<file path="src/rtl/alu_pkg.sv">
// Shared opcode encoding, handshake FSM states and opcode classification
// for the sequential ALU.
package alu_pkg;

    localparam logic [4:0] OP_ADD   = 5'b00000;
    localparam logic [4:0] OP_SUB   = 5'b00001;
    localparam logic [4:0] OP_AND   = 5'b00010;
    localparam logic [4:0] OP_OR    = 5'b00011;
    localparam logic [4:0] OP_XOR   = 5'b00100;
    localparam logic [4:0] OP_SLTU  = 5'b00101;
    localparam logic [4:0] OP_SLL   = 5'b00110;
    localparam logic [4:0] OP_SRL   = 5'b00111;
    localparam logic [4:0] OP_SRA   = 5'b01000;
    localparam logic [4:0] OP_SLT   = 5'b01001;
    localparam logic [4:0] OP_MUL   = 5'b01010;
    localparam logic [4:0] OP_MULHU = 5'b01011;
    localparam logic [4:0] OP_DIVU  = 5'b01100;
    localparam logic [4:0] OP_REMU  = 5'b01101;

    typedef enum logic [1:0] {
        S_IDLE = 2'd0,
        S_BUSY = 2'd1,
        S_DONE = 2'd2
    } state_t;

    function automatic logic is_iterative(input logic [4:0] opcode);
        return (opcode == OP_MUL) || (opcode == OP_MULHU) ||
               (opcode == OP_DIVU) || (opcode == OP_REMU);
    endfunction

endpackage

</file>
<file path="src/rtl/alu_iter_muldiv.sv">
// One-bit-per-cycle unsigned shift-add multiplier and restoring divider
// sharing a single 2*WIDTH accumulator. op[1]=0 multiply, op[1]=1 divide.
module alu_iter_muldiv #(
    parameter int WIDTH = 32
) (
    input  logic             clk,
    input  logic             rst_n,
    input  logic             start,
    input  logic [1:0]       op,
    input  logic [WIDTH-1:0] a,
    input  logic [WIDTH-1:0] b,
    output logic             done,
    output logic [WIDTH-1:0] hi,
    output logic [WIDTH-1:0] lo
);
    localparam int CW = $clog2(WIDTH);

    logic [2*WIDTH-1:0] acc, acc_next;
    logic [WIDTH-1:0]   opnd, mul_add, rem_diff;
    logic [WIDTH:0]     mul_sum, rem_sh;
    logic [CW-1:0]      cnt;
    logic               running, is_div, rem_ge;
    logic               unused_op;

    // op[0] only chooses hi/lo, which the caller does itself.
    assign unused_op = op[0];

    // Multiply: acc = {partial, multiplier}. Divide: acc = {remainder, quotient}.
    // A zero divisor naturally yields an all-ones quotient and remainder = dividend.
    always_comb begin
        mul_add  = acc[0] ? opnd : '0;
        mul_sum  = {1'b0, acc[2*WIDTH-1:WIDTH]} + {1'b0, mul_add};
        rem_sh   = {acc[2*WIDTH-1:WIDTH], acc[WIDTH-1]};
        rem_ge   = rem_sh >= {1'b0, opnd};
        rem_diff = rem_sh[WIDTH-1:0] - opnd;
        if (is_div)
            acc_next = {(rem_ge ? rem_diff : rem_sh[WIDTH-1:0]), acc[WIDTH-2:0], rem_ge};
        else
            acc_next = {mul_sum, acc[WIDTH-1:1]};
    end

    // Final step result is presented alongside done so the caller can latch it that edge.
    assign done = running && (cnt == '0);
    assign hi   = acc_next[2*WIDTH-1:WIDTH];
    assign lo   = acc_next[WIDTH-1:0];

    always_ff @(posedge clk or negedge rst_n) begin
        if (!rst_n) begin
            acc     <= '0;
            opnd    <= '0;
            cnt     <= '0;
            running <= 1'b0;
            is_div  <= 1'b0;
        end else if (start) begin
            acc     <= op[1] ? {{WIDTH{1'b0}}, a} : {{WIDTH{1'b0}}, b};
            opnd    <= op[1] ? b : a;
            is_div  <= op[1];
            cnt     <= CW'(WIDTH - 1);
            running <= 1'b1;
        end else if (running) begin
            acc <= acc_next;
            cnt <= cnt - CW'(1);
            if (cnt == '0)
                running <= 1'b0;
        end
    end

endmodule

</file>
<file path="src/rtl/alu_seq.sv">
// Handshaked ALU: single-cycle ops complete in one cycle, MUL/MULHU/DIVU/REMU
// iterate one bit per cycle. Result is registered and held until consumed.
module alu_seq
    import alu_pkg::*;
#(
    parameter int WIDTH = 32
) (
    input  logic             clk,
    input  logic             rst_n,
    input  logic             in_valid,
    output logic             in_ready,
    input  logic [4:0]       opcode,
    input  logic [WIDTH-1:0] operand_0,
    input  logic [WIDTH-1:0] operand_1,
    output logic             out_valid,
    input  logic             out_ready,
    output logic [WIDTH-1:0] result,
    output logic             busy
);
    localparam int SHW = $clog2(WIDTH);

    // Transfer on in_valid && in_ready (input) and out_valid && out_ready (output);
    // in_ready is combinational on out_ready so DONE can accept back-to-back.
    state_t           state, state_next;
    logic             accept, iter_op, start, sel_hi, md_done;
    logic [1:0]       md_op;
    logic [SHW-1:0]   shamt;
    logic [WIDTH-1:0] alu_out, md_hi, md_lo;

    assign in_ready  = (state == S_IDLE) || ((state == S_DONE) && out_ready);
    assign out_valid = (state == S_DONE);
    assign busy      = (state == S_BUSY);
    assign accept    = in_valid && in_ready;
    assign iter_op   = is_iterative(opcode);
    assign start     = accept && iter_op;
    // MUL/MULHU/DIVU/REMU -> 0/1/2/3: bit 1 selects divide, bit 0 selects the high half.
    assign md_op     = opcode[1:0] ^ 2'b10;
    assign shamt     = operand_1[SHW-1:0];

    always_comb begin
        alu_out = '0;
        case (opcode)
            OP_ADD:  alu_out = operand_0 + operand_1;
            OP_SUB:  alu_out = operand_0 - operand_1;
            OP_AND:  alu_out = operand_0 & operand_1;
            OP_OR:   alu_out = operand_0 | operand_1;
            OP_XOR:  alu_out = operand_0 ^ operand_1;
            OP_SLTU: alu_out = {{(WIDTH-1){1'b0}}, (operand_0 < operand_1)};
            OP_SLL:  alu_out = operand_0 << shamt;
            OP_SRL:  alu_out = operand_0 >> shamt;
            OP_SRA:  alu_out = $signed(operand_0) >>> shamt;
            OP_SLT:  alu_out = {{(WIDTH-1){1'b0}}, ($signed(operand_0) < $signed(operand_1))};
            default: alu_out = '0;
        endcase
    end

    alu_iter_muldiv #(.WIDTH(WIDTH)) u_muldiv (
        .clk   (clk),
        .rst_n (rst_n),
        .start (start),
        .op    (md_op),
        .a     (operand_0),
        .b     (operand_1),
        .done  (md_done),
        .hi    (md_hi),
        .lo    (md_lo)
    );

    always_ff @(posedge clk or negedge rst_n) begin
        if (!rst_n)
            state <= S_IDLE;
        else
            state <= state_next;
    end

    always_comb begin
        state_next = state;
        case (state)
            S_IDLE:  if (accept) state_next = iter_op ? S_BUSY : S_DONE;
            S_BUSY:  if (md_done) state_next = S_DONE;
            S_DONE:  if (out_ready) state_next = accept ? (iter_op ? S_BUSY : S_DONE) : S_IDLE;
            default: state_next = S_IDLE;
        endcase
    end

    always_ff @(posedge clk or negedge rst_n) begin
        if (!rst_n) begin
            result <= '0;
            sel_hi <= 1'b0;
        end else begin
            if (accept && !iter_op)
                result <= alu_out;
            else if (busy && md_done)
                result <= sel_hi ? md_hi : md_lo;
            if (start)
                sel_hi <= md_op[0];
        end
    end

endmodule
</file>
<file path="config.mk">
export PLATFORM = sky130hd
export DESIGN_NAME = alu_seq
export DESIGN_NICKNAME = d
export VERILOG_FILES = /design/src/rtl/alu_pkg.sv /design/src/rtl/alu_iter_muldiv.sv /design/src/rtl/alu_seq.sv
export SDC_FILE = /design/constraint.sdc
export NUM_CORES = 1
export LEC_CHECK = 0
export ABC_AREA = 1
export CORE_MARGIN = 2
export CORE_UTILIZATION = 58
export DETAILED_ROUTE_END_ITERATION = 6
export GPL_TIMING_DRIVEN = 1
export HOLD_SLACK_MARGIN = 0.1
export PLACE_DENSITY = 0.8
export SYNTH_ARGS = -nofsm -noshare
export SYNTH_HDL_FRONTEND = slang
export SYNTH_HIERARCHICAL = 1
export SYNTH_SLANG_ARGS = --single-unit
</file>
<file path="constraint.sdc">
create_clock -name clk -period 2.68 [get_ports clk]
set_clock_uncertainty 0.1 [all_clocks]
set_input_delay 0.536 -clock clk [delete_from_list [all_inputs] [get_ports clk]]
set_output_delay 0.536 -clock clk [all_outputs]
set_load 0.02 [all_outputs]
</file>
==> results of run 1 <==
==> routing by layer <==
layer  GRT overflow  global-route usage (%)
met5              1                    44.9
met1             10                    84.3
met4            159                    84.6
met3              9                    71.5
met2            231                    97.5
==> logic make-up after synthesis <==
group,synth area share [%]
AND/OR/NAND/NOR,47.0
buffers and inverters,13.7
AO/OA/AOI/OAI,13.9
adder cells (fa/ha/maj),9.34
flip-flops,14.9
XOR/XNOR,1.14
==> repair_timing <==
action / CTS
hold buffers: 1
resized for setup: 175
pin swaps: 25
setup buffers: 13
gates cloned: 1
setup endpoints to repair: 59
hold endpoints to repair: 60
==> synth_stat cells (all sizes together) (28+ instances only) <==
master,number
nand3,561
inv,606
ha,166
and2,42
a21oi,237
nand2,1457
o22ai,28
nor2,379
nor3,31
clkbuf,65
nand4,47
dfrtp,138
o21ai,224
buf,109
==> metrics by stage <==
step | hold WS [ns] | instances
4_1_cts | 0.400 | 5590
3_3_place_gp | 0.377 | 5543
2_1_floorplan | 0.140 | 4249
3_5_place_dp | 0.389 | 5543
==> results.toml, run 1 <==
[run_status]
status = "stopped before the end"
haltStage = "global routing (5_1_grt)"
error_line = "[ERROR GRT-0232] Routing congestion too high. Check the congestion heatmap in the GUI."

[placement]
place_area_um2 = 30700
port_buffers = 107
dpl_worst_slack_ns = -0.753
hpwlAfterDp_mm = 97.4
gp_congestion = 1.18

[logic_synthesis]
yosys_warnings = 6
async_flop_share_pct = 100
synth_top_area_share_pct = 23.5
ys_seq_area_share_pct = 14.9
synth_cells = 4249
synth_ff_type = "dfrtp_1"
synth_edf_count = 0
yosysUniqueCellTypes = 57
syn_nets = 4492
synth_top_cell_by_area = "nand2_1"
synthesis.area_um2 = 23100
yosys-top-cells-area = "nand2_1, dfrtp_1, nand3_1, inv_1, ha_1"
ys_ff_latch = 138
avgSynthCellArea_um2 = 5.44

[die]
pin_count = 108
die_h_um = 204
num_rows = 73
die_w_um = 204
initial_utilization_pct = 58.4

[clock_network]
clk_path_buf_depth = 2
htreeDepth = 4
clock_sinks = 138
cts.root.buffer_cell = "clkbuf_16"
numCtsBuffers = 17

[timing]
endpoint_type = "sequential cell input"
worst_endpoint = "result[26]$_DFFE_PN0P_/D"

[grt]
track_usage_pct = 84.2
grt_overflow = 410
grt_max_degree = 70
==> run 2: changes to the inputs <==
--- a/config.mk
+++ b/config.mk
@@ -7,11 +7,10 @@
 export LEC_CHECK = 0
 export ABC_AREA = 1
 export CORE_MARGIN = 2
-export CORE_UTILIZATION = 58
+export CORE_UTILIZATION = 40
 export DETAILED_ROUTE_END_ITERATION = 6
 export GPL_TIMING_DRIVEN = 1
-export HOLD_SLACK_MARGIN = 0.1
-export PLACE_DENSITY = 0.8
+export PLACE_DENSITY_LB_ADDON = 0.15
 export SYNTH_ARGS = -nofsm -noshare
 export SYNTH_HDL_FRONTEND = slang
 export SYNTH_HIERARCHICAL = 1
==> constraint.sdc (replaced) <==
create_clock -name clk -period 3.5 [get_ports clk]
set_clock_uncertainty 0.1 [all_clocks]
set_input_delay 0.7 -clock clk [delete_from_list [all_inputs] [get_ports clk]]
set_output_delay 0.7 -clock clk [all_outputs]
set_load 0.02 [all_outputs]
==> run 2 against run 1 <==
The flow now finishes without violations; area after synthesis stayed put; synthesized cell count unchanged.
==> results.toml, run 2 <==
[power]
p_per_area_nw_per_um2 = 706
ir_drop_uv = 459
p_leak_nw = 15.7

[timing]
hold_violations = 0
rsz0062_at_grt = "true"
setup_viol = 0
min_period_ns = 3.36
max_freq_ghz = 0.297
post-route-period-util_pct = 96.1
whs_ns = 0.0983
slew_viol_final = 0
slew_headroom_pct = 46.0
tightest_slew_ns = 0.809

[setup_path]
r2r_slack_ns = 0.14
path_cells = "buf_4 > buf_4 > nand2_1 > inv_1 > ha_1 > nand2_1 > o21ai_0 > inv_1 > nand3_1 > nand3_2 > nand2_1 > nand2_1 > nand3_1 > and2_1 > nand2_1 > a21oi_1 > nor2_1 > buf_4 > a21oi_1"
required_ns = 3.81
cp.arrival_ns = 3.67
critical_path.max_stage_delay_ns = 0.42
crit_type = "reg2reg"
path_common_cell = "nand2_1"
path_depth = 19
critPathLaunchType = "flop"
cp_slowest_cell = "dfrtp_1"
crit_path_end_kind = "flop"
critical_path.top_delay_family = "simple AND/OR/NAND/NOR gates"
r2r_cells = 19
crit_buf_inv = 5
critPathMaxFanout = 9

[logic_synthesis]
yosys_warnings = 6
yosys-top-cells-count = "nand2_1, inv_1, nand3_1"
synthAdderAreaFrac_pct = 9.34
yosys.area_share.simple_pct = 47.0
synth_xor_area_share_pct = 1.14
synth_cells = 4249
async_flop_share_pct = 100
ys_seq_area_share_pct = 14.9
synth_top_cell_by_area = "nand2_1"
avgSynthCellArea_um2 = 5.44
ys_ff_latch = 138
yosysUniqueCellTypes = 57
synth_top_family_by_area = "simple AND/OR/NAND/NOR gates"
synth_ff_type = "dfrtp_1"
syn_nets = 4492
yosysMostFrequentCell = "nand2_1"
synth_compound_area_share_pct = 13.9
synth_edf_count = 0
synthMuxAreaShare_pct = 0
yosys-top-cells-area = "nand2_1, dfrtp_1, nand3_1, inv_1, ha_1"
synth_top_area_share_pct = 23.5
synthesis.area_um2 = 23100

[grt]
antenna_found_initial = 2
grt_max_degree = 70
grt_pass1_vias = 28242
grt_pass1_wl_mm = 179
grt_overflow = 0
track_usage_pct = 40.5

[cells_and_area]
regMostFlops = "u_muldiv/acc"
layout.cells.most_common_list = "nand2_1, inv_1, nand3_1, buf_4, nor2_1"
diodes = 0
drive_gt1_share_pct = 12.7
nNetsFinal = 4873
largest_reg_flops = 64
fin_util_pct = 49.9
syn2layout_area_growth_pct = 23.9
top_regs = "u_muldiv/acc: 64 flops, result: 32 flops, u_muldiv/opnd: 32 flops"
final_common_cell = "nand2_1"

[die]
pin_count = 108
initial_utilization_pct = 40.3
core_area_um2 = 57400
die_h_um = 244
num_rows = 88
dieArea_um2 = 59700
die_w_um = 244

[placement]
port_buffers = 107
gp_congestion = 1.07
hpwlAfterDp_mm = 103

[drt]
drtPass1Iterations = 6
wl_per_cell_um = 22.6
drtIter0Drc = 2929
via_per_inst = 5.47
vias = 29557
drc = 0
ant_nets = 0
drt_wl_total_mm = 122

[clock_network]
clk_path_buf_depth = 2
cts_tree = "done"
cts.root.buffer_cell = "clkbuf_16"
cts_hold_buf = 0
insertion_delay_ns = 0.49
htreeDepth = 4
clkTransAtPathRegs_ns = 0.06
clock_sinks = 138
numCtsBuffers = 17

[min_path]
hp-class = "in2async"

[run_status]
status = "finished clean"

[flow_run]
drv_cap = 0
==> run 2: cell counts after synthesis <==
No cell type changed its count.
==> run 2: cell families (layout without fill, tap and decap cells) <==
kind of cell,Yosys count,after routing
xor gates and xnor gates,30,30
AOI/OAI and AO/OA,580,580
and+or+nand+nor,2550,2550
DFF,138,138
buffers and inverters,781,1175
adders and majority gates,170,170
==> run 2: path summary, 6_finish.rpt <==
check	from	to
min	rst_n	u_muldiv/running
max reg2reg	u_muldiv/acc[0]	result[25]
max in group asynchronous	rst_n	u_muldiv/acc[1]
min reg2reg	u_muldiv/acc[30]	u_muldiv/acc[30]
max	u_muldiv/acc[0]	result[25]
min in group clk	u_muldiv/acc[30]	u_muldiv/acc[30]
==> run 2: per-stage QoR <==
| step | instances | power, W | area (µm²) | TNS [ns] | setup slack [ns] |
|---|---|---|---|---|---|
| floorplan | 4249 | 0.0119 | 23100 | 0 | 0.576 |
| finish | 5408 | 0.0202 | 28600 | 0 | 0.137 |
| global placement | 5375 | 0.0176 | 27800 | -1.81 | -0.211 |
| CTS | 5407 | 0.0198 | 28500 | 0 | 0.0537 |
| detailed placement | 5375 | 0.0176 | 27800 | -1.95 | -0.230 |
| global route | 5408 | 0.0218 | 28600 | -0.0468 | -0.0206 |
==> run 2: cell type report <==
class                           count  area [µm²]
Clock inverter                     13         191
Inverter                          607        2280
Fill cell                        6446       28700
Multi-Input combinational cell   3330       16700
Tap cell                          765         957
Timing Repair Buffer              536        4640
Clock buffer                       19         433
Sequential cell                   138        3450
==> run 2: metal layers <==
layer	vias to the layer above	track usage [%]	part of all wire [%]
met2	1261	67.6	46
met4	4	23.6	6.7
met3	267	5.97	7.0
met5	-	0	0.023
met1	13626	49.4	40
li1	14399	-	-
==> run 2: power breakdown <==
group | leakage, nW | internal (W) | total, W | switching [W]
Sequential | 1.68 | 0.00237 | 0.00309 | 0.000727
Combinational | 13.7 | 0.00551 | 0.0151 | 0.00957
Clock | 0.295 | 0.00120 | 0.00205 | 0.000853
==> run 2: what timing repair did <==
item	in CTS	in global routing
resized for setup	0	57
setup endpoints to repair	0	20
setup buffers	0	1
(Power assumes the default switching activity.)
==> run 3: changes to the inputs <==
--- a/config.mk
+++ b/config.mk
@@ -11,6 +11,7 @@
 export DETAILED_ROUTE_END_ITERATION = 6
 export GPL_TIMING_DRIVEN = 1
 export PLACE_DENSITY_LB_ADDON = 0.15
+export SETUP_SLACK_MARGIN = 0.02
 export SYNTH_ARGS = -nofsm -noshare
 export SYNTH_HDL_FRONTEND = slang
 export SYNTH_HIERARCHICAL = 1
==> run 3 against run 2 <==
Critical path depth stayed put; flip-flop and latch count stayed put; cell count hardly changed; critical path type unchanged; die area stayed put; core utilization is 0.092 points higher.
==> results.toml, run 3 (synthesis gave the netlist of run 2 again) <==
[clock_network]
numCtsBuffers = 17
clk_path_buf_depth = 2
insertion_delay_ns = 0.49
htreeDepth = 4
clkTransAtPathRegs_ns = 0.07
cts_tree = "done"
cts.root.buffer_cell = "clkbuf_16"
clock_sinks = 138
cts_hold_buf = 0

[setup_path]
cp.arrival_ns = 3.69
crit_path_end_kind = "flop"
critical_path.max_stage_delay_ns = 0.42
required_ns = 3.81
path_cells = "buf_4 > buf_4 > nand2_1 > inv_1 > ha_1 > nand2_1 > o21ai_0 > inv_1 > nand3_1 > nand3_2 > nand2_1 > nand2_1 > nand3_1 > and2_1 > nand2_1 > a21oi_1 > nor2_1 > buf_4 > a21oi_1"
critPathLaunchType = "flop"
critPathMaxFanout = 9
path_common_cell = "nand2_1"
crit_type = "reg2reg"
cp_slowest_cell = "dfrtp_1"

[cells_and_area]
nFillCells = 6444
nNetsFinal = 4873
multi_input_area_um2 = 16700
syn2layout_area_growth_pct = 24.2
final_common_cell = "nand2_1"
top_regs = "u_muldiv/acc: 64 flops, result: 32 flops, u_muldiv/opnd: 32 flops"
regArea_um2 = 3450
design_area_um2 = 28700
finalNonFillerCells = 5409
largest_reg_flops = 64
layout.cells.most_common_list = "nand2_1, inv_1, nand3_1, buf_4, nor2_1"
drive_gt1_share_pct = 12.8
regMostFlops = "u_muldiv/acc"

[die]
die_h_um = 244
pin_count = 108
dieArea_um2 = 59700
num_rows = 88
initial_utilization_pct = 40.3
core_area_um2 = 57400
die_w_um = 244

[grt]
grt_max_degree = 70
track_usage_pct = 40.5
grt_pass1_wl_mm = 179
grt_overflow = 0
antenna_found_initial = 2
grt_pass1_vias = 28242

[drt]
drt_wl_total_mm = 122
vias = 29771
drtPass1Iterations = 6
wl_per_cell_um = 22.6
via_per_inst = 5.50
drtIter0Drc = 3029
ant_nets = 0
drc = 0

[timing]
tightest_slew_ns = 0.817
slew_viol_final = 0
max_freq_ghz = 0.296
post-route-period-util_pct = 96.6
setup_viol = 0
slew_headroom_pct = 45.4
hold_violations = 0
rsz0062_at_grt = "true"
min_period_ns = 3.38

[min_path]
hp-class = "in2async"

[power]
p_per_area_nw_per_um2 = 708
p_leak_nw = 15.7
ir_drop_uv = 458

[placement]
hpwlAfterDp_mm = 103
place_area_um2 = 27800
port_buffers = 107
gp_congestion = 1.07
place_inst = 5375

[run_status]
status = "finished clean"

[flow_run]
drv_cap = 0
[run 3: per-stage QoR]
step	TNS, ns	utilization (%)	power (W)	worst slack (ns)	hold slack [ns]
after floorplan	0	-	0.0119	0.576	0.304
after global routing	-0.0338	50.0	0.0219	-0.0184	0.137
final	0	50.0	0.0203	0.120	0.102
after detailed placement	-1.95	48.5	0.0176	-0.230	0.396
after CTS	0	49.6	0.0198	0.0537	0.101
after global placement	-1.81	48.5	0.0176	-0.211	0.389
[run 3: power by group]
group | leakage [nW] | total [W] | internal [W] | switching [W]
Combinational | 13.7 | 0.0152 | 0.00556 | 0.00960
Sequential | 1.68 | 0.00310 | 0.00237 | 0.000735
Clock | 0.295 | 0.00205 | 0.00120 | 0.000848
[run 3: critical path: cells and delay by family (launching register included)]
kind | cells | cell delay (ns)
compound gates | 3 | 0.58
fa+ha+maj | 1 | 0.36
buf+inv | 5 | 0.66
flops | 1 | 0.42
simple gates | 10 | 1.17
[run 3: final cells by class]
type	count	area share [%]
clock inverter	13	0.667
timing repair buffer	536	16.2
multi-input combinational	3330	58.3
clock buffer	19	1.51
inverter	607	7.96
antenna	1	0.00872
sequential	138	12.0
tap	765	3.34
[run 3: routing by layer]
metal	part of all wire, %	up-vias	global-route usage, %	routed length [µm]
li1	-	14395	-	-
met1	40	13792	49.4	48900
met2	46	1314	67.6	56500
met3	7.3	268	5.97	8890
met4	6.7	2	23.6	8220
met5	0.0098	-	0	12
[run 3: timing repair]
item	in CTS	in global routing
buffers inserted	0	1
setup endpoints to repair	0	22
endpoints found under the hold margin	0	0
gates resized for setup	0	66
[run 3: worst paths after layout]
kind | slack (ns) | depth (start not counted) | startpoint | to
setup / recovery | 0.12 | 19 | u_muldiv/acc[0] | result[25]
hold / removal | 0.10 | 1 | rst_n | u_muldiv/running
setup reg to reg | 0.12 | 19 | u_muldiv/acc[0] | result[25]
hold reg to reg | 0.41 | 2 | u_muldiv/acc[30] | u_muldiv/acc[30]
max in group asynchronous | 2.49 | 2 | rst_n | u_muldiv/acc[34]
min in group clk | 0.41 | 2 | u_muldiv/acc[30] | u_muldiv/acc[30]
